File: src/rtl/pipe_pkg.sv
// Shared pipeline definitions: load/store unit state encoding and funct3 access-size codes.
package pipe_pkg;

  typedef enum logic [2:0] {
    ST_IDLE  = 3'd0,
    ST_REQ   = 3'd1,
    ST_WAIT  = 3'd2,
    ST_HOLD  = 3'd3,
    ST_DRAIN = 3'd4
  } lsu_state_t;

  localparam logic [2:0] F3_B  = 3'b000;
  localparam logic [2:0] F3_H  = 3'b001;
  localparam logic [2:0] F3_W  = 3'b010;
  localparam logic [2:0] F3_BU = 3'b100;
  localparam logic [2:0] F3_HU = 3'b101;

  // Unsigned sizes only make sense for loads.
  function automatic logic f3_legal(input logic [2:0] f3, input logic is_store);
    logic ok;
    case (f3)
      F3_B, F3_H, F3_W: ok = 1'b1;
      F3_BU, F3_HU:     ok = ~is_store;
      default:          ok = 1'b0;
    endcase
    return ok;
  endfunction

endpackage

File: src/rtl/mem_access_if.sv
// Data-memory bus between the memory-stage access unit (master) and the data memory (slave).
interface mem_access_if;
  logic        dmem_req;
  logic        dmem_we;
  logic [31:0] dmem_addr;
  logic [3:0]  dmem_be;
  logic [31:0] dmem_wdata;
  logic        dmem_gnt;
  logic        dmem_rvalid;
  logic [31:0] dmem_rdata;

  modport master (
    output dmem_req, dmem_we, dmem_addr, dmem_be, dmem_wdata,
    input  dmem_gnt, dmem_rvalid, dmem_rdata
  );

  modport slave (
    input  dmem_req, dmem_we, dmem_addr, dmem_be, dmem_wdata,
    output dmem_gnt, dmem_rvalid, dmem_rdata
  );
endinterface

File: src/rtl/lsu_load_format.sv
// Load formatter: picks the addressed byte/halfword lane of the read word and extends it.
module lsu_load_format
  import pipe_pkg::*;
(
  input  logic [2:0]  funct3,
  input  logic [1:0]  addr_lo,
  input  logic [31:0] rdata,
  output logic [31:0] data
);

  logic [7:0]  lane_b;
  logic [15:0] lane_h;

  // Lane selection followed by sign or zero extension.
  always_comb begin
    lane_b = 8'h00;
    lane_h = 16'h0000;
    data   = 32'h0000_0000;
    case (addr_lo)
      2'b00:   lane_b = rdata[7:0];
      2'b01:   lane_b = rdata[15:8];
      2'b10:   lane_b = rdata[23:16];
      2'b11:   lane_b = rdata[31:24];
      default: lane_b = 8'h00;
    endcase
    lane_h = addr_lo[1] ? rdata[31:16] : rdata[15:0];
    case (funct3)
      F3_B:    data = {{24{lane_b[7]}}, lane_b};
      F3_BU:   data = {24'h00_0000, lane_b};
      F3_H:    data = {{16{lane_h[15]}}, lane_h};
      F3_HU:   data = {16'h0000, lane_h};
      F3_W:    data = rdata;
      default: data = 32'h0000_0000;
    endcase
  end

endmodule

File: src/rtl/mem_access.sv
// Memory-stage load/store unit: one outstanding data-memory request, store lane formatting,
// load result capture while the MEM/WB register is stalled, and flush draining.
module mem_access
  import pipe_pkg::*;
(
  input  logic        clk,
  input  logic        rst,
  input  logic        mem_rd_M,
  input  logic        mem_wr_M,
  input  logic [2:0]  funct3_M,
  input  logic [31:0] alu_o_M,
  input  logic [31:0] wr_data_M,
  input  logic        stall_in,
  input  logic        flush_M,
  output logic [31:0] rd_data_M,
  output logic        stall_mem,
  output logic        mem_err_M,
  mem_access_if.master dmem
);

  lsu_state_t  state_q, state_d;
  logic [31:0] cap_q, cap_d;
  logic        flushed_q, flushed_d;
  logic        we_q, we_d;
  logic [31:0] addr_q, addr_d;
  logic [3:0]  be_q, be_d;
  logic [31:0] wdata_q, wdata_d;
  logic [2:0]  ld_f3_q, ld_f3_d;
  logic [1:0]  ld_lo_q, ld_lo_d;
  logic        is_load_q, is_load_d;

  logic        pending, misaligned, illegal, err, legal;
  logic        req;
  logic [31:0] fmt_data, load_val;

  function automatic logic [3:0] be_of(input logic [2:0] f3, input logic [1:0] lo);
    logic [3:0] be;
    case (f3)
      F3_B, F3_BU: be = 4'b0001 << lo;
      F3_H, F3_HU: be = 4'b0011 << lo;
      default:     be = 4'b1111;
    endcase
    return be;
  endfunction

  function automatic logic [31:0] wdata_of(input logic [2:0] f3, input logic [31:0] d);
    logic [31:0] w;
    case (f3)
      F3_B:    w = {4{d[7:0]}};
      F3_H:    w = {2{d[15:0]}};
      default: w = d;
    endcase
    return w;
  endfunction

  // Reset gates the pending term so nothing escapes onto the bus while rst is held.
  assign pending = (mem_rd_M | mem_wr_M) & ~flush_M & ~rst;

  // Alignment check against the access size.
  always_comb begin
    misaligned = 1'b0;
    case (funct3_M)
      F3_H, F3_HU: misaligned = alu_o_M[0];
      F3_W:        misaligned = (alu_o_M[1:0] != 2'b00);
      default:     misaligned = 1'b0;
    endcase
  end

  assign illegal  = ~f3_legal(funct3_M, mem_wr_M) | (mem_rd_M & mem_wr_M) | misaligned;
  assign err      = pending & illegal;
  assign legal    = pending & ~illegal;
  assign load_val = is_load_q ? fmt_data : 32'h0000_0000;

  lsu_load_format u_fmt (
    .funct3  (ld_f3_q),
    .addr_lo (ld_lo_q),
    .rdata   (dmem.dmem_rdata),
    .data    (fmt_data)
  );

  // Next-state, request latching and pipeline-side outputs.
  always_comb begin
    state_d   = state_q;
    cap_d     = cap_q;
    flushed_d = flushed_q;
    we_d      = we_q;
    addr_d    = addr_q;
    be_d      = be_q;
    wdata_d   = wdata_q;
    ld_f3_d   = ld_f3_q;
    ld_lo_d   = ld_lo_q;
    is_load_d = is_load_q;
    req       = 1'b0;
    rd_data_M = 32'h0000_0000;
    stall_mem = 1'b0;
    mem_err_M = 1'b0;
    case (state_q)
      ST_IDLE: begin
        mem_err_M = err;
        stall_mem = legal;
        if (legal) begin
          req       = 1'b1;
          we_d      = mem_wr_M;
          addr_d    = {alu_o_M[31:2], 2'b00};
          be_d      = be_of(funct3_M, alu_o_M[1:0]);
          wdata_d   = mem_wr_M ? wdata_of(funct3_M, wr_data_M) : 32'h0000_0000;
          ld_f3_d   = funct3_M;
          ld_lo_d   = alu_o_M[1:0];
          is_load_d = mem_rd_M;
          flushed_d = 1'b0;
          state_d   = dmem.dmem_gnt ? ST_WAIT : ST_REQ;
        end else begin
          state_d = ST_IDLE;
        end
      end
      ST_REQ: begin
        // A flushed request still has to be granted; its response is then drained.
        req       = 1'b1;
        stall_mem = pending;
        flushed_d = flushed_q | flush_M;
        if (dmem.dmem_gnt) begin
          state_d = (flushed_q | flush_M) ? ST_DRAIN : ST_WAIT;
        end else begin
          state_d = ST_REQ;
        end
      end
      ST_WAIT: begin
        if (dmem.dmem_rvalid) begin
          if (flush_M) begin
            state_d = ST_IDLE;
          end else begin
            rd_data_M = load_val;
            if (stall_in) begin
              cap_d   = load_val;
              state_d = ST_HOLD;
            end else begin
              state_d = ST_IDLE;
            end
          end
        end else begin
          stall_mem = pending;
          state_d   = flush_M ? ST_DRAIN : ST_WAIT;
        end
      end
      ST_HOLD: begin
        rd_data_M = flush_M ? 32'h0000_0000 : cap_q;
        state_d   = (flush_M | ~stall_in) ? ST_IDLE : ST_HOLD;
      end
      ST_DRAIN: begin
        mem_err_M = err;
        stall_mem = legal;
        state_d   = dmem.dmem_rvalid ? ST_IDLE : ST_DRAIN;
      end
      default: begin
        state_d = ST_IDLE;
      end
    endcase
  end

  assign dmem.dmem_req   = req;
  assign dmem.dmem_we    = req & we_d;
  assign dmem.dmem_addr  = req ? addr_d : 32'h0000_0000;
  assign dmem.dmem_be    = req ? be_d : 4'b0000;
  assign dmem.dmem_wdata = req ? wdata_d : 32'h0000_0000;

  // State and request registers.
  always_ff @(posedge clk or posedge rst) begin
    if (rst) begin
      state_q   <= ST_IDLE;
      cap_q     <= 32'h0000_0000;
      flushed_q <= 1'b0;
      we_q      <= 1'b0;
      addr_q    <= 32'h0000_0000;
      be_q      <= 4'b0000;
      wdata_q   <= 32'h0000_0000;
      ld_f3_q   <= 3'b000;
      ld_lo_q   <= 2'b00;
      is_load_q <= 1'b0;
    end else begin
      state_q   <= state_d;
      cap_q     <= cap_d;
      flushed_q <= flushed_d;
      we_q      <= we_d;
      addr_q    <= addr_d;
      be_q      <= be_d;
      wdata_q   <= wdata_d;
      ld_f3_q   <= ld_f3_d;
      ld_lo_q   <= ld_lo_d;
      is_load_q <= is_load_d;
    end
  end

endmodule
File: src/flat_wrapper.sv
// flat-port wrapper written by rule: the top's interface ports become plain ports
module mem_access_flat import pipe_pkg::*;
  (clk, rst, mem_rd_M, mem_wr_M, funct3_M, alu_o_M, wr_data_M, stall_in, flush_M, rd_data_M, stall_mem, mem_err_M, dmem_dmem_req, dmem_dmem_we, dmem_dmem_addr, dmem_dmem_be, dmem_dmem_wdata, dmem_dmem_gnt, dmem_dmem_rvalid, dmem_dmem_rdata);
  mem_access_if dmem_i ();
  input  logic clk;
  input  logic rst;
  input  logic mem_rd_M;
  input  logic mem_wr_M;
  input  logic [2:0] funct3_M;
  input  logic [31:0] alu_o_M;
  input  logic [31:0] wr_data_M;
  input  logic stall_in;
  input  logic flush_M;
  output logic [31:0] rd_data_M;
  output logic stall_mem;
  output logic mem_err_M;
  output wire logic [$bits(dmem_i.dmem_req)-1:0] dmem_dmem_req;
  output wire logic [$bits(dmem_i.dmem_we)-1:0] dmem_dmem_we;
  output wire logic [$bits(dmem_i.dmem_addr)-1:0] dmem_dmem_addr;
  output wire logic [$bits(dmem_i.dmem_be)-1:0] dmem_dmem_be;
  output wire logic [$bits(dmem_i.dmem_wdata)-1:0] dmem_dmem_wdata;
  input wire logic [$bits(dmem_i.dmem_gnt)-1:0] dmem_dmem_gnt;
  input wire logic [$bits(dmem_i.dmem_rvalid)-1:0] dmem_dmem_rvalid;
  input wire logic [$bits(dmem_i.dmem_rdata)-1:0] dmem_dmem_rdata;
  assign dmem_dmem_req = dmem_i.dmem_req;
  assign dmem_dmem_we = dmem_i.dmem_we;
  assign dmem_dmem_addr = dmem_i.dmem_addr;
  assign dmem_dmem_be = dmem_i.dmem_be;
  assign dmem_dmem_wdata = dmem_i.dmem_wdata;
  assign dmem_i.dmem_gnt = dmem_dmem_gnt;
  assign dmem_i.dmem_rvalid = dmem_dmem_rvalid;
  assign dmem_i.dmem_rdata = dmem_dmem_rdata;
  mem_access u_core (.clk(clk), .rst(rst), .mem_rd_M(mem_rd_M), .mem_wr_M(mem_wr_M), .funct3_M(funct3_M), .alu_o_M(alu_o_M), .wr_data_M(wr_data_M), .stall_in(stall_in), .flush_M(flush_M), .rd_data_M(rd_data_M), .stall_mem(stall_mem), .mem_err_M(mem_err_M), .dmem(dmem_i));
endmodule
File: config.mk
export PLATFORM = sky130hd
export DESIGN_NAME = mem_access_flat
export DESIGN_NICKNAME = d
export VERILOG_FILES = /design/src/rtl/pipe_pkg.sv /design/src/rtl/mem_access_if.sv /design/src/rtl/lsu_load_format.sv /design/src/rtl/mem_access.sv /design/src/flat_wrapper.sv
export SDC_FILE = /design/constraint.sdc
export NUM_CORES = 1
export LEC_CHECK = 0
export BUFFER_PORTS_ARGS = -buffer_cell sky130_fd_sc_hd__buf_2
export CAP_MARGIN = 25
export CORE_MARGIN = 5
export CORE_UTILIZATION = 47
export CTS_CLUSTER_SIZE = 20
export DETAILED_ROUTE_END_ITERATION = 10
export PLACE_DENSITY = 0.78
export SYNTH_ARGS = -nofsm -noshare
export SYNTH_HDL_FRONTEND = slang
export SYNTH_SLANG_ARGS = --single-unit
File: constraint.sdc
create_clock -name clk -period 3.8 [get_ports clk]
set_clock_uncertainty 0.1 [all_clocks]
set_input_delay 0.19 -clock clk [delete_from_list [all_inputs] [get_ports clk]]
set_output_delay 0.19 -clock clk [all_outputs]
set_load 0.05 [all_outputs]
# After elaboration in Yosys (flattened, before gate mapping)
# Cells that the tools add are included.
# word_totals
reg_bits	111
latch_bits	0
ram_bits	0
mem_bits_ro	0
inputBits	107
word_cells	101
n_memories	0
# op_classes
add_sub_neg	0
n_mul	0
div_mod_pow	0
magnitude_cmp	0
n_eq_ne	16
shift	2
mux	42
n_bitwise	17
n_reduce_logical	14
# ops
cell	count
$mux 32	11
$pmux 32 s5	1
$pmux 32 s2	2
$pmux 8 s4	1
$mux 3	7
$mux 16	1
$eq 3x3->1 const B	5
$pmux 3 s5	1
$eq 3x2->1 const B	4
$mux 4	3
$eq 3x1->1 const B	3
$logic_not 3->1	3
$pmux 1 s2	4
$pmux 4 s2	1
$reduce_or 2->1	4
$and 1x1->1	6
$mux 1	6
$mux 2	3
$not 1->1	6
$or 1x1->1	5
$eq 2x2->1 const B	2
$reduce_and 2->1	2
$reduce_and 4->1	1
$reduce_bool 2->1	2
other kinds (7)	7

# Logic depth before layout (Yosys ltp)
# Gate-level depths: netlist of the first run.
# depth
ltp_word	11
ltp_mapped	8
ltp_nobuf	4

# Hierarchy
# A second synthesis of the first run with hierarchy kept.
# unflattened
hier_cells	839
hier_area_um2	7120.6
# by_module_without_submodules
module	instances	cells_each	area_per_inst_um2	seq_area_each_um2
mem_access	1	711	6054.6	2777.7
lsu_load_format	1	128	1066.0	0.0

# Least setup slack after synthesis of the first run
# Ideal clock, no wire load.
# synth_path
path_kind	input to output
startpoint	in rst
endpoint	out dmem_dmem_wdata[24]
arrival_ps	4501
path_slack_ps	-991
cell_stages	6
n_path_buf	2
cell_sequence	inv_1 and4_1 nand2_1 clkbuf_1 buf_2 o21ai_0
# synth_via
elab_chain_len	6
elab_cells_between_ends	8
classes_between	mux (5); bitwise (3)
# synth_lines
item	line_no	rtl
from (decl)	flat_wrapper.sv:6	input logic rst;
$not 1->1 *	mem_access.sv:57	assign pending = (mem_rd_M | mem_wr_M) & ~flush_M & ~rst;
$and 1x1->1 *	mem_access.sv:57	
$and 1x1->1 *	mem_access.sv:71	assign legal = pending & ~illegal;
$mux 1 / $mux 32 (equally long branches)	mem_access.sv:101	if (legal) begin
$pmux 1 s2 / $mux 32 (equally long branches)	mem_access.sv:97	case (state_q)
$mux 32 *	mem_access.sv:164	assign dmem.dmem_wdata = req ? wdata_d : 32'h0000_0000;
to (decl)	flat_wrapper.sv:21	output wire logic [$bits(dmem_i.dmem_wdata)-1:0] dmem_dmem_wdata;
# Every way passes the cells marked *; elsewhere a longest branch is shown, timed or not.

# Worst setup path in the final report of the first run
# layout_path
startpoint	reg u_core.state_q[1]
endpoint	out dmem_dmem_addr[19]
# layout_via
elab_chain_len	3
elab_cells_between_ends	5
classes_between	eq/ne (1); mux (3); reduce/logical (1)
# layout_lines
item	line_no	rtl
from (decl)	mem_access.sv:21	lsu_state_t state_q, state_d;
from (signal assigned)	mem_access.sv:180	state_q <= state_d;
$eq 3x1->1 / $logic_not 3->1 (equally long branches)	mem_access.sv:97	
$pmux 1 s2 / $mux 32 (equally long branches)	mem_access.sv:97	
$mux 32 *	mem_access.sv:162	assign dmem.dmem_addr = req ? addr_d : 32'h0000_0000;
to (decl)	flat_wrapper.sv:19	output wire logic [$bits(dmem_i.dmem_addr)-1:0] dmem_dmem_addr;
# Marks and branches as above.

==> impl_summary.md, run 1 <==
Status
The flow ran to the end, and the final reports show no timing, DRC or antenna violations.

Route
After detailed routing, the average wire length per cell comes to 18.63 um. The number of vias after detailed routing is 6,023. The final wirelength is 19,320 um. For this block, the initial DRC count from the detailed router was 513.

The length of the first detailed-routing pass in iterations is 5. The mean number of vias per cell is between 5 and 6. The post-detailed-route DRC marker count is 0. The post-detailed-route count of antenna-violating nets is 0.

CTS
The number of sinks driven by the clock tree is roughly 110. TritonCTS built the clock tree. The number of buffers added by the clock tree synthesis step is 9.

At the later pin of the worst-skew pair, clock insertion delay measures 360 ps. Clock tree synthesis selected as its root buffer the cell clkbuf_16. The clock transition time at the flip-flop clock pins of the worst setup and hold paths is about 80 ps.

The maximum clock insertion buffer count is 2. The buffers inserted during post-CTS setup optimization is 0. The number of instances resized during post-cts repair is 0. Hold repair after CTS inserted 31 buffers.

The H-tree depth is 3.

Final layout
The final non-filler cell total is 1,037. The area added between synthesis and finish is 26.26%. For this run, the post-layout net count is between 900 and 1,000. In the layout the commonest cells are buf_2 (210), nand2_1 (111), dfrtp_1 (111).

For this run, the share of the core covered by cells in the final layout is around three fifths. The filler cell count in the final layout is around 1,200. Leaving out fill and tap cells, the most frequent cell in the layout is buf_2.

Cells with a size suffix above 1 make up 34.81% of the layout.

Floorplanning
The chip width is 127.7 um. The floorplan step defined a die boundary enclosing between 15,000 and 20,000 um2. The die outline height is 127.7 um.

The core region is 13,720 um2. The starting density of the core is 47.43%. The initialized floorplan defines 43 standard-cell rows. The number of ports placed on the die boundary is 211.

Setup path
The worst setup path is launched from a flop. The largest stage delay on the critical path is just under 600 ps. STA puts the critical path data required time at 3510 ps. Among cell families on the critical path, the largest total delay comes from simple AND/OR/NAND/NOR gates. The combined buffer and inverter count along the critical path is 2.

At the worst endpoint, the arrival time is 2830 ps. In this run the worst path has a maximum fanout of 50. The slowest library cell on the worst path is and2_2. Walking the worst path, the cells encountered are nor2_1 > and4bb_2 > and2_2 > buf_12 > a22o_1 > buf_2. The kind of capture point of the worst setup path is an output port. For flop-to-flop paths, the worst setup slack is 1220 ps. The type of the worst setup path is reg -> out.

Yosys
Counting flops with an async set or reset pin after synthesis yields a share of 100.0%. The cell count after synthesis came out at 644. The most used flip-flop cell after synthesis is dfrtp_1. The net count after synthesis is ~750. The share of the Yosys chip area taken by registers is 42.68%.

The synthesized cell area is approximately 6500 um2. Synthesis inferred 111 register bits. The count of flip-flops with a built-in enable after synthesis is 0. For this run, the number of Yosys warnings is 0. A synthesized cell averages between 10 and 15 um2. The number of different library cells in the post-synthesis netlist is 51.

Global route
Entering global routing, the biggest net connects approximately 60 pins. The number of global-route vias before repair came to 5,762. The initial antenna violation count is 0.

The total global-route track usage is 23.50%. After global routing the overflow that remains totals 0. The first global-routing pass estimated 30,650 um of wire.

Timing
The setup TNS is 0 ps. The final-report hold violation count is 0. The worst slew slack as a fraction of its limit is 51.20%. The final setup violation count is 0. After layout, the minimum clock period comes to 3117 ps. The measured slew at the worst slew-check pin is ~730 ps.

Setup repair after global routing left no endpoint under its margin. The worst path uses 82.04% of the clock period. The peak clock frequency supported by timing is 320.8 MHz. The max-slew violation count is 0.

Place
Detailed placement finished with a half-perimeter wire length of 13,470 um. Once placement completed, the tool counted placed cells totaling 989. The final weighted congestion in routability-driven placement is roughly 0.86. Buffers placed on the I/O ports in this run total 210.

Power
Summed over all cells, the static leakage comes to 4.036 nW. The worst-case IR drop observed on VDD is 258.8 uV. The power density normalized to cell area is about 450 nW/um2.

Job
The number of max-cap violations is 0.

Min path
The tightest min-delay check is of the in -> reg type.
## final cells by class
cell class,count,area [um2],area share [%]
antenna,1,2.502,0.03046
clock buffer,10,239.0,2.908
clock inverter,6,66.31,0.8071
inverter,12,48.80,0.5939
multi-input combinational,464,3373,41.05
sequential,111,2778,33.81
tap,180,225.2,2.741
timing repair buffer,253,1484,18.06
## final timing paths
check	start	to	cells past startpoint
setup / recovery	u_core.state_q[1]	dmem_dmem_addr[19]	6
hold / removal	dmem_dmem_gnt	u_core.state_q[1]	2
setup reg to reg	u_core.state_q[1]	u_core.addr_q[12]	5
hold reg to reg	u_core.cap_q[3]	u_core.cap_q[3]	2
max in group asynchronous	rst	u_core.flushed_q	5
min in group asynchronous	rst	u_core.wdata_q[28]	4
## registers in the layout, summed over array words and instances (netlist names)
signal	flops
u_core.addr_q	32
u_core.cap_q	32
u_core.wdata_q	32
u_core.be_q	4
u_core.ld_f3_q	3
u_core.state_q	3
u_core.ld_lo_q	2
u_core.flushed_q	1
u_core.is_load_q	1
u_core.we_q	1
## layer usage
metal  track usage [%]  routed length [um]  share of wire, %
met1             31.24                8141                42
met2             37.23                9037                47
met3             6.208                1750               9.1
met4             8.489                 393               2.0
met5                 0                   0                 0
## kinds of logic after synthesis
kind of cell	share of synthesized area, %
AND/OR/NAND/NOR	12.81
flip-flops	42.68
buffers and inverters	5.634
multiplexers	14.54
AO/OA/AOI/OAI	24.34
## per-stage QoR
stage	cell area (um2)	power (mW)	hold WS, ps	setup WS [ps]
after CTS	8214	3.679	0.4055	691.6
after detailed placement	7599	2.667	326.4	1107
final	8217	3.673	7.746	682.5
after global routing	8214	3.864	5.759	481.3
after floorplan	6511	2.397	203.1	158.9
after global placement	7571	2.638	321.4	1075
## report_power, final
group / internal (mW) / switching [mW]
clock network: 0.534 / 0.454
logic: 0.466 / 0.552
registers: 1.45 / 0.215
total: 2.45 / 1.22
## cells in the mapped netlist, types with 2 or more instances
library cell,n,share of area (%)
dfrtp_1,111,43
nand2_1,111,6.4
o21ai_0,70,5.4
a22o_1,48,6.5
mux2i_1,36,5.5
mux2_2,32,5.5
clkbuf_1,25,1.4
o2bb2ai_1,22,3.0
a22oi_1,17,2.0
buf_2,17,1.3
mux2_1,16,2.8
inv_1,12,0.69
nor2_1,12,0.69
a221o_2,10,1.7
buf_6,10,1.7
nand2b_1,10,0.96
a221oi_1,8,1.1
o22a_1,7,0.94
a221o_1,6,0.92
o2111ai_1,6,0.81
and2_1,5,0.48
nor2b_1,5,0.48
and3_1,4,0.38
a211o_1,3,0.40
a21oi_1,3,0.23
buf_4,3,0.35
o21bai_1,3,0.35
buf_1,2,0.12
mux4_2,2,0.69
nor3_1,2,0.15
nor3_4,2,0.50
nor3b_1,2,0.23
nor4b_1,2,0.27
nor4b_4,2,0.73
o211ai_1,2,0.23
Note: power is estimated with default switching activity, not from simulation.
==> run 2, diff against run 1 <==
--- a/config.mk
+++ b/config.mk
@@ -5,13 +5,14 @@
 export SDC_FILE = /design/constraint.sdc
 export NUM_CORES = 1
 export LEC_CHECK = 0
+export ABC_AREA = 1
 export BUFFER_PORTS_ARGS = -buffer_cell sky130_fd_sc_hd__buf_2
 export CAP_MARGIN = 25
 export CORE_MARGIN = 5
 export CORE_UTILIZATION = 47
 export CTS_CLUSTER_SIZE = 20
 export DETAILED_ROUTE_END_ITERATION = 10
-export PLACE_DENSITY = 0.78
+export PLACE_DENSITY = 0.77
 export SYNTH_ARGS = -nofsm -noshare
 export SYNTH_HDL_FRONTEND = slang
 export SYNTH_SLANG_ARGS = --single-unit
==> constraint.sdc (replaced) <==
create_clock -name clk -period 2.6 [get_ports clk]
set_clock_uncertainty 0.1 [all_clocks]
set_input_delay 0.13 -clock clk [delete_from_list [all_inputs] [get_ports clk]]
set_output_delay 0.13 -clock clk [all_outputs]
set_load 0.05 [all_outputs]
==> impl_summary.md, run 2 <==
Final layout
The commonest non-fill, non-tap cell in the layout is nand2_1. The layout cell share with drive strength beyond 1 was 37.65% (+2.8 points). The count of nets after finishing is 1,293 (+35%). From synthesis to final layout, the design area changed by 47.54%.

The largest registers in the layout are u_core.addr_q: 32 flops, u_core.cap_q: 32 flops, u_core.wdata_q: 32 flops. The post-layout utilization of the core is 71.23% (+11 points). The area of all placed cells without fillers is 9965 um2 (+21%). In the layout the commonest cells are nand2_1 (264), buf_2 (172), inv_1 (119).

Status
The flow ran to the end, and the final reports show no timing, DRC or antenna violations.

Global route
The global-route wire length before repair is 33,740 um (+10%). The total grt overflow is 0 (unchanged). The met2 global-route usage is 42.86% (+5.6 points). The fraction of met1 tracks used by global routing is 32.07% (+0.83 points). The initial antenna violation count is 2 (+2).

The global routing stage identified its most utilized layer as met2. The number of global-route vias before repair is 6,907 (+20%). The met3 routing resource usage after global routing came to 5.894% (-0.31 points). The total global-route track usage is 25.03% (+1.5 points). The maximum number of pins on one net before global-route repair was 69 (+17%).

Timing
The final setup violation count is 0 (unchanged). The measured slew at the worst slew-check pin is 876.7 ps (+144.7 ps). The share of the clock period used by the worst path after layout is 97.00%. Setup repair after global routing could not meet its margin everywhere. The max-slew violation count was 0 (unchanged). The peak clock frequency supported by timing is between 300 and 400 MHz. The final setup slack of the worst path is 78.08 ps (-604.4 ps).

The time the worst path needs with I/O delays and setup is 2522 ps. The final-report hold violation count is 0 (unchanged). The worst slew slack as a fraction of its limit was 41.55% (-9.6 points).

Setup path
The worst endpoint required time is 2370 ps (-1140 ps). Among the stages of the critical path, the cell type that occurs most often is inv_2. The depth of the critical timing path with buffers and inverters included came to 9 (+3).

In this run the worst setup path begins at u_core.state_q[1]. The kind of capture point of the worst setup path is an output port. The combined buffer and inverter count along the critical path is 4 (+2).

The source of the worst register-to-register timing path is u_core.state_q[2]. The highest net fanout along the worst path was 15 (-70%). The data arrival at the endpoint of the critical path was 2290 ps (-540 ps). The largest stage delay on the critical path was 410 ps (-180 ps). The slowest library cell on the worst path is dfrtp_1. The cell depth of the worst flop-to-flop path is 6 (+1). Walking the worst path, the cells encountered are inv_2 > nand2_2 > nor2_4 > inv_2 > nor2_8 > buf_12 > nand3_4 > a21oi_4 > buf_2. The type of the worst setup path is reg -> out. Grouping stages by cell kind, the critical path spends the most delay in buffers and inverters. The startpoint kind of the worst setup timing path is a flop.

Route
The number of DRC markers after the initial detailed-route iteration is 557 (+8.6%). The mean number of vias per cell is 5.171 (-11%). The average wire per standard cell came to 15.37 um (-18%). The number of vias after detailed routing is 7,089 (+18%). The post-detailed-route DRC marker count was 0 (unchanged). The length of the first detailed-routing pass in iterations is 6 (+1).

The post-detailed-route count of antenna-violating nets is 0 (unchanged). The final wirelength is 21,080 um (+9.1%).

Floorplanning
The die outline height is 129.9 um (+1.7%). The number of ports placed on the die boundary came to 211 (unchanged). The total die area was 16,870 um2 (+3.5%). The row count came to 43 (unchanged). The core footprint is 13,990 um2 (+2.0%). The starting density of the core is 48.28% (+0.85 points). The chip width is 129.9 um (+1.7%).

Yosys
The cell with the most instances after synthesis is nand2_1. The share of the synthesized area in the top cell type came to 41.13% (-1.6 points). Ranked by instance count, the synthesized netlist is headed by nand2_1 (287), inv_1 (125), dfrtp_1 (111). The per-instance average area after synthesis is 6.934 um2 (-31%). The net count after synthesis is 1,081 (+44%). The post-synthesis register bit count is 111 (unchanged). The post-synthesis sequential area ratio is 41.13% (-1.6 points). The count of yosys warnings during synthesis is 0 (unchanged). The main flop type after synthesis is dfrtp_1. The number of different library cells in the post-synthesis netlist is 35 (-31%). The post-synthesis cell count is 974 (+51%). The biggest area contributor in the post-synthesis netlist is dfrtp_1. The count of flip-flops with a built-in enable after synthesis came to 0 (unchanged). The synthesized cell area was 6754 um2 (+3.8%). After synthesis, the cell types taking the most area are dfrtp_1 (41%), nand2_1 (16%), inv_1 (6.9%). The proportion of register bits with asynchronous set or reset after synthesis was 100.0% (unchanged).

Place
The post-placement cell area was 9243 um2 (+22%). The final weighted congestion in routability-driven placement was 0.9248 (+7.8%). The HPWL after detailed placement came to 15,210 um (+13%). The setup slack at placement was 254.4 ps (-852.7 ps). The count of input and output buffers is 210 (unchanged).

CTS
The number of buffers added by the clock tree synthesis step is 9 (unchanged). The H-tree depth is 3 (unchanged). The CTS tree is yes. The cell sitting at the root of the clock tree is a clkbuf_16. The clock transition time at the flip-flop clock pins of the worst setup and hold paths was 70 ps (about the same).

The maximum clock insertion buffer count was 2 (unchanged). The number of sinks driven by the clock tree is 111 (unchanged). The worst-skew pair later-pin latency is 350 ps (about the same).

Power
The leakage power figure came to 4.922 nW (+22%). The worst vdd rail ir drop was 508.1 uV (+96%). The power density normalized to cell area is 630.1 nW/um2 (+41%).

Min path
In this run the most critical hold path is launched from alu_o_M[4]. The worst hold path belongs to the class in -> reg. The hold path depth is 5 (+3).

Job
The number of max-cap violations is 0 (unchanged).
==> run 2: cell type report <==
type                    instances  area (um2)
clock buffers                  11       242.7
multi-input cells             672        4453
flip-flops and latches        111        2778
clock inverters                 4       70.07
inverters                     138       553.0
fillers                      1152        4024
diodes                          1       2.502
well taps                     180       225.2
repair buffers                254        1640
==> run 2: repair_timing <==
action	4_1_cts	5_1_grt
pin swaps	1	3
endpoints found under the setup margin	69	96
setup buffers	2	6
hold buffers	14	0
cloned	1	1
resized for setup	11	55
endpoints found under the hold margin	55	0
==> run 2: logic make-up after synthesis <==
group / after synthesis / share of synthesized area, %
AO/OA/AOI/OAI: 186 / 14.54
AND/OR/NAND/NOR: 480 / 31.27
buffers and inverters: 191 / 12.06
multiplexers: 6 / 1.000
flip-flops: 111 / 41.13
==> run 2: final timing paths <==
path / slack (ps) / to
setup reg to reg: 250 / u_core.state_q[0]
max in group asynchronous: 620 / u_core.addr_q[24]
hold / removal: 7 / u_core.addr_q[4]
min in group asynchronous: 500 / u_core.wdata_q[0]
setup / recovery: 80 / dmem_dmem_wdata[8]
hold reg to reg: 380 / u_core.cap_q[15]
==> run 2: stage by stage <==
step / TNS (ps) / hold WS (ps) / cells / power (mW)
after global routing: -310.8 / 4.573 / 1370 / 6.688
after global placement: 0 / 264.8 / 1331 / 4.645
after detailed placement: 0 / 261.3 / 1331 / 4.691
after CTS: 0 / 1.523 / 1363 / 6.241
after floorplan: -79330 / 123.7 / 974 / 4.230
final: 0 / 6.931 / 1371 / 6.279
==> run 2: where the power goes <==
part           total [mW]  switching, mW  internal, mW
registers            2.39          0.271          2.12
clock network        1.50          0.637         0.864
logic                2.39           1.55         0.840
==> run 2: layer usage <==
layer / routed length (um) / share of wire [%] / vias up
met5: 21 / 0.10 / -
met4: 411 / 2.0 / 4
met3: 1446 / 6.9 / 31
met2: 10250 / 49 / 226
met1: 8950 / 42 / 3321
li1: - / - / 3507
==> run 2: worst reg2reg max path, delay by kind of cell (launching register included) <==
| kind | cells | cell delay (ps) |
|---|---|---|
| and+or+nand+nor | 2 | 180 |
| AOI/OAI and AO/OA | 2 | 480 |
| DFF | 1 | 520 |
| buffers and inverters | 2 | 970 |
==> run 3, diff against run 2 <==
==> constraint.sdc (replaced) <==
create_clock -name clk -period 2.6 [get_ports clk]
set_clock_uncertainty 0.1 [all_clocks]
set_input_delay 0.13 -clock clk [delete_from_list [all_inputs] [get_ports clk]]
set_output_delay 0.13 -clock clk [all_outputs]
set_load 0.005 [all_outputs]
==> impl_summary.md, run 3 (synthesized netlist as in run 2, its figures left out) <==
Final layout
In the layout the commonest cells are nand2_1 (284), buf_2 (210), inv_1 (124). The filler cell count in the final layout is 1,224 (+6.3%). The post-layout utilization of the core is 63.72% (-7.5 points). The number of diodes added for antenna fixing is 0 (-1).

The commonest non-fill, non-tap cell in the layout is nand2_1. The sequential standard cell area is 2778 um2 (unchanged). The largest registers in the layout are u_core.addr_q: 32 flops, u_core.cap_q: 32 flops, u_core.wdata_q: 32 flops.

The multi-input gate area in the final layout is 3317 um2 (-26%). The count of nets after finishing is 1,321 (+2.2%). The area added between synthesis and finish is 31.97%. The layout cell share with drive strength beyond 1 is 28.22% (-9.4 points).

Route
The length of the first detailed-routing pass in iterations is 5 (-1). The final wirelength was 21,050 um (-0.13%). The mean number of vias per cell is 5.210 (+0.76%). The post-detailed-route count of antenna-violating nets is 0 (unchanged). The number of DRC markers after the initial detailed-route iteration was 540 (-3.1%). The post-detailed-route DRC marker count is 0 (unchanged). The number of vias after detailed routing is 7,289 (+2.8%). The average wire per standard cell is 15.05 um (-2.1%).

Power
The leakage power figure was 4.909 nW (-0.27%). The worst vdd rail ir drop is 334.2 uV (-34%). The final total power is 5.557 mW (-11%).

The power density normalized to cell area is 623.5 nW/um2 (-1.1%).

Global route
The total global-route track usage is 25.33% (+0.30 points). The number of global-route vias before repair was 6,970 (+0.91%). The initial antenna violation count was 1 (-1). The total grt overflow is 0 (unchanged). The maximum number of pins on one net before global-route repair is 61 (-12%). The global-route wire length before repair is 34,280 um (+1.6%).

Floorplanning
The starting density of the core is 48.28% (unchanged). The die outline height was 129.9 um (unchanged). The chip width is 129.9 um (unchanged). The total die area is 16,870 um2 (unchanged). The core footprint is 13,990 um2 (unchanged). The row count is 43 (unchanged).

The number of ports placed on the die boundary is 211 (unchanged).

Place
The count of input and output buffers is 210 (unchanged). The final weighted congestion in routability-driven placement is 0.9284 (+0.39%). The HPWL after detailed placement is 14,670 um (-3.6%).

Setup path
The startpoint kind of the worst setup timing path is an input port. The worst endpoint required time was 2370 ps (about the same). The highest net fanout along the worst path was 33 (+18). The cell depth of the worst flop-to-flop path is 6 (unchanged). STA classifies the critical path endpoint as an output port. The type of the worst setup path is in -> out. The data arrival at the endpoint of the critical path is 2240 ps (-50 ps).

Timing
The measured slew at the worst slew-check pin came to 779.1 ps (-97.64 ps). The post-route worst hold slack is 7.291 ps (+0.3598 ps). The final setup violation count came to 0 (unchanged).

The peak clock frequency supported by timing was 405.1 MHz (+2.2%). The worst slew slack as a fraction of its limit is 48.06% (+6.5 points). The time the worst path needs with I/O delays and setup is 2469 ps (-53.39 ps). The max-slew violation count is 0 (unchanged). The share of the clock period used by the worst path after layout is 94.94% (-2.1 points). The final-report hold violation count is 0 (unchanged).

CTS
TritonCTS built the clock tree. The tree is rooted in a clkbuf_16. The worst-skew pair later-pin latency was 360 ps (about the same). The H-tree depth is 3 (unchanged). The clock transition time at the flip-flop clock pins of the worst setup and hold paths came to 80 ps (about the same).

The number of sinks driven by the clock tree is 111 (unchanged). The number of buffers added by the clock tree synthesis step is 9 (unchanged). The maximum clock insertion buffer count is 2 (unchanged).

Min path
The worst min-delay path class is in -> reg. The hold path depth is 3 (-2).

Job
The number of max-cap violations is 0 (unchanged).

Status
The run finished with clean final reports.
[run 3: cell types whose count changed in the layout (fill, tap and decap cells not counted), moves of 15 or more]
cell and change:
buf_4 -18, nor2_1 +30, dlygate4sd3_1 +31, a21oi_4 -34, nor2_4 -32, nand2_2 -19
o21ai_1 +19, buf_2 +38, nand3_2 +15, nand2_1 +20, clkbuf_4 -18, a21oi_2 +28
o21ai_4 -24, nand3_4 -28
[run 3: where the power goes]
group | leakage, nW | switching [mW] | internal [mW]
sequential | 1.39 | 0.170 | 2.12
combinational | 3.37 | 1.20 | 0.662
clock | 0.147 | 0.717 | 0.688
total | 4.91 | 2.09 | 3.47
[run 3: critical path, cell delays in order]
cell and delay [ps]:
dlygate4sd3_1 550, buf_2 160, nor2_1 240, nor2_4 100, buf_4 160, nand4_4 80, buf_4 330, nand2_1 170
a21oi_2 180, buf_2 130
[run 3: stage by stage]
stage	worst slack (ps)	TNS (ps)	instance area (um2)	cells
after floorplan	-407.3	-53660	6930	974
after global placement	464.7	0	8033	1329
after detailed placement	371.1	0	8033	1329
after CTS	23.78	0	8860	1395
after global routing	-5.010	-5.010	8914	1399
final	131.5	0	8914	1399
[run 3: final cells by class]
class                   instances  share of cell area (%)
inverters                     138                   5.853
multi-input cells             672                   37.21
clock inverters                 6                  0.8703
clock buffers                  10                   2.569
well taps                     180                   2.527
flip-flops and latches        111                   31.16
repair buffers                282                   19.81
[run 3: worst paths after layout]
check / startpoint / endpoint / slack (ps)
setup / recovery: mem_wr_M / dmem_dmem_wdata[13] / 130
min in group asynchronous: rst / u_core.state_q[0] / 430
hold / removal: alu_o_M[1] / u_core.be_q[2] / 7
max in group asynchronous: rst / u_core.wdata_q[19] / 740
hold reg to reg: u_core.cap_q[12] / u_core.cap_q[12] / 390
setup reg to reg: u_core.state_q[2] / u_core.state_q[0] / 250
[run 3: what timing repair did]
| item | CTS | global route |
|---|---|---|
| setup buffers | 4 | 4 |
| hold buffers | 45 | 0 |
| pin swaps | 2 | 3 |
| cloned | 1 | 0 |
| setup endpoints to repair | 27 | 63 |
| gates resized for setup | 2 | 7 |
| endpoints found under the hold margin | 94 | 0 |
[run 3: routing by layer]
layer	part of all wire (%)	GRT usage, %	vias to the layer above
li1	-	-	3557
met1	40	32.70	3350
met2	48	42.16	334
met3	8.9	4.912	46
met4	2.7	9.963	2
met5	0.062	0	-
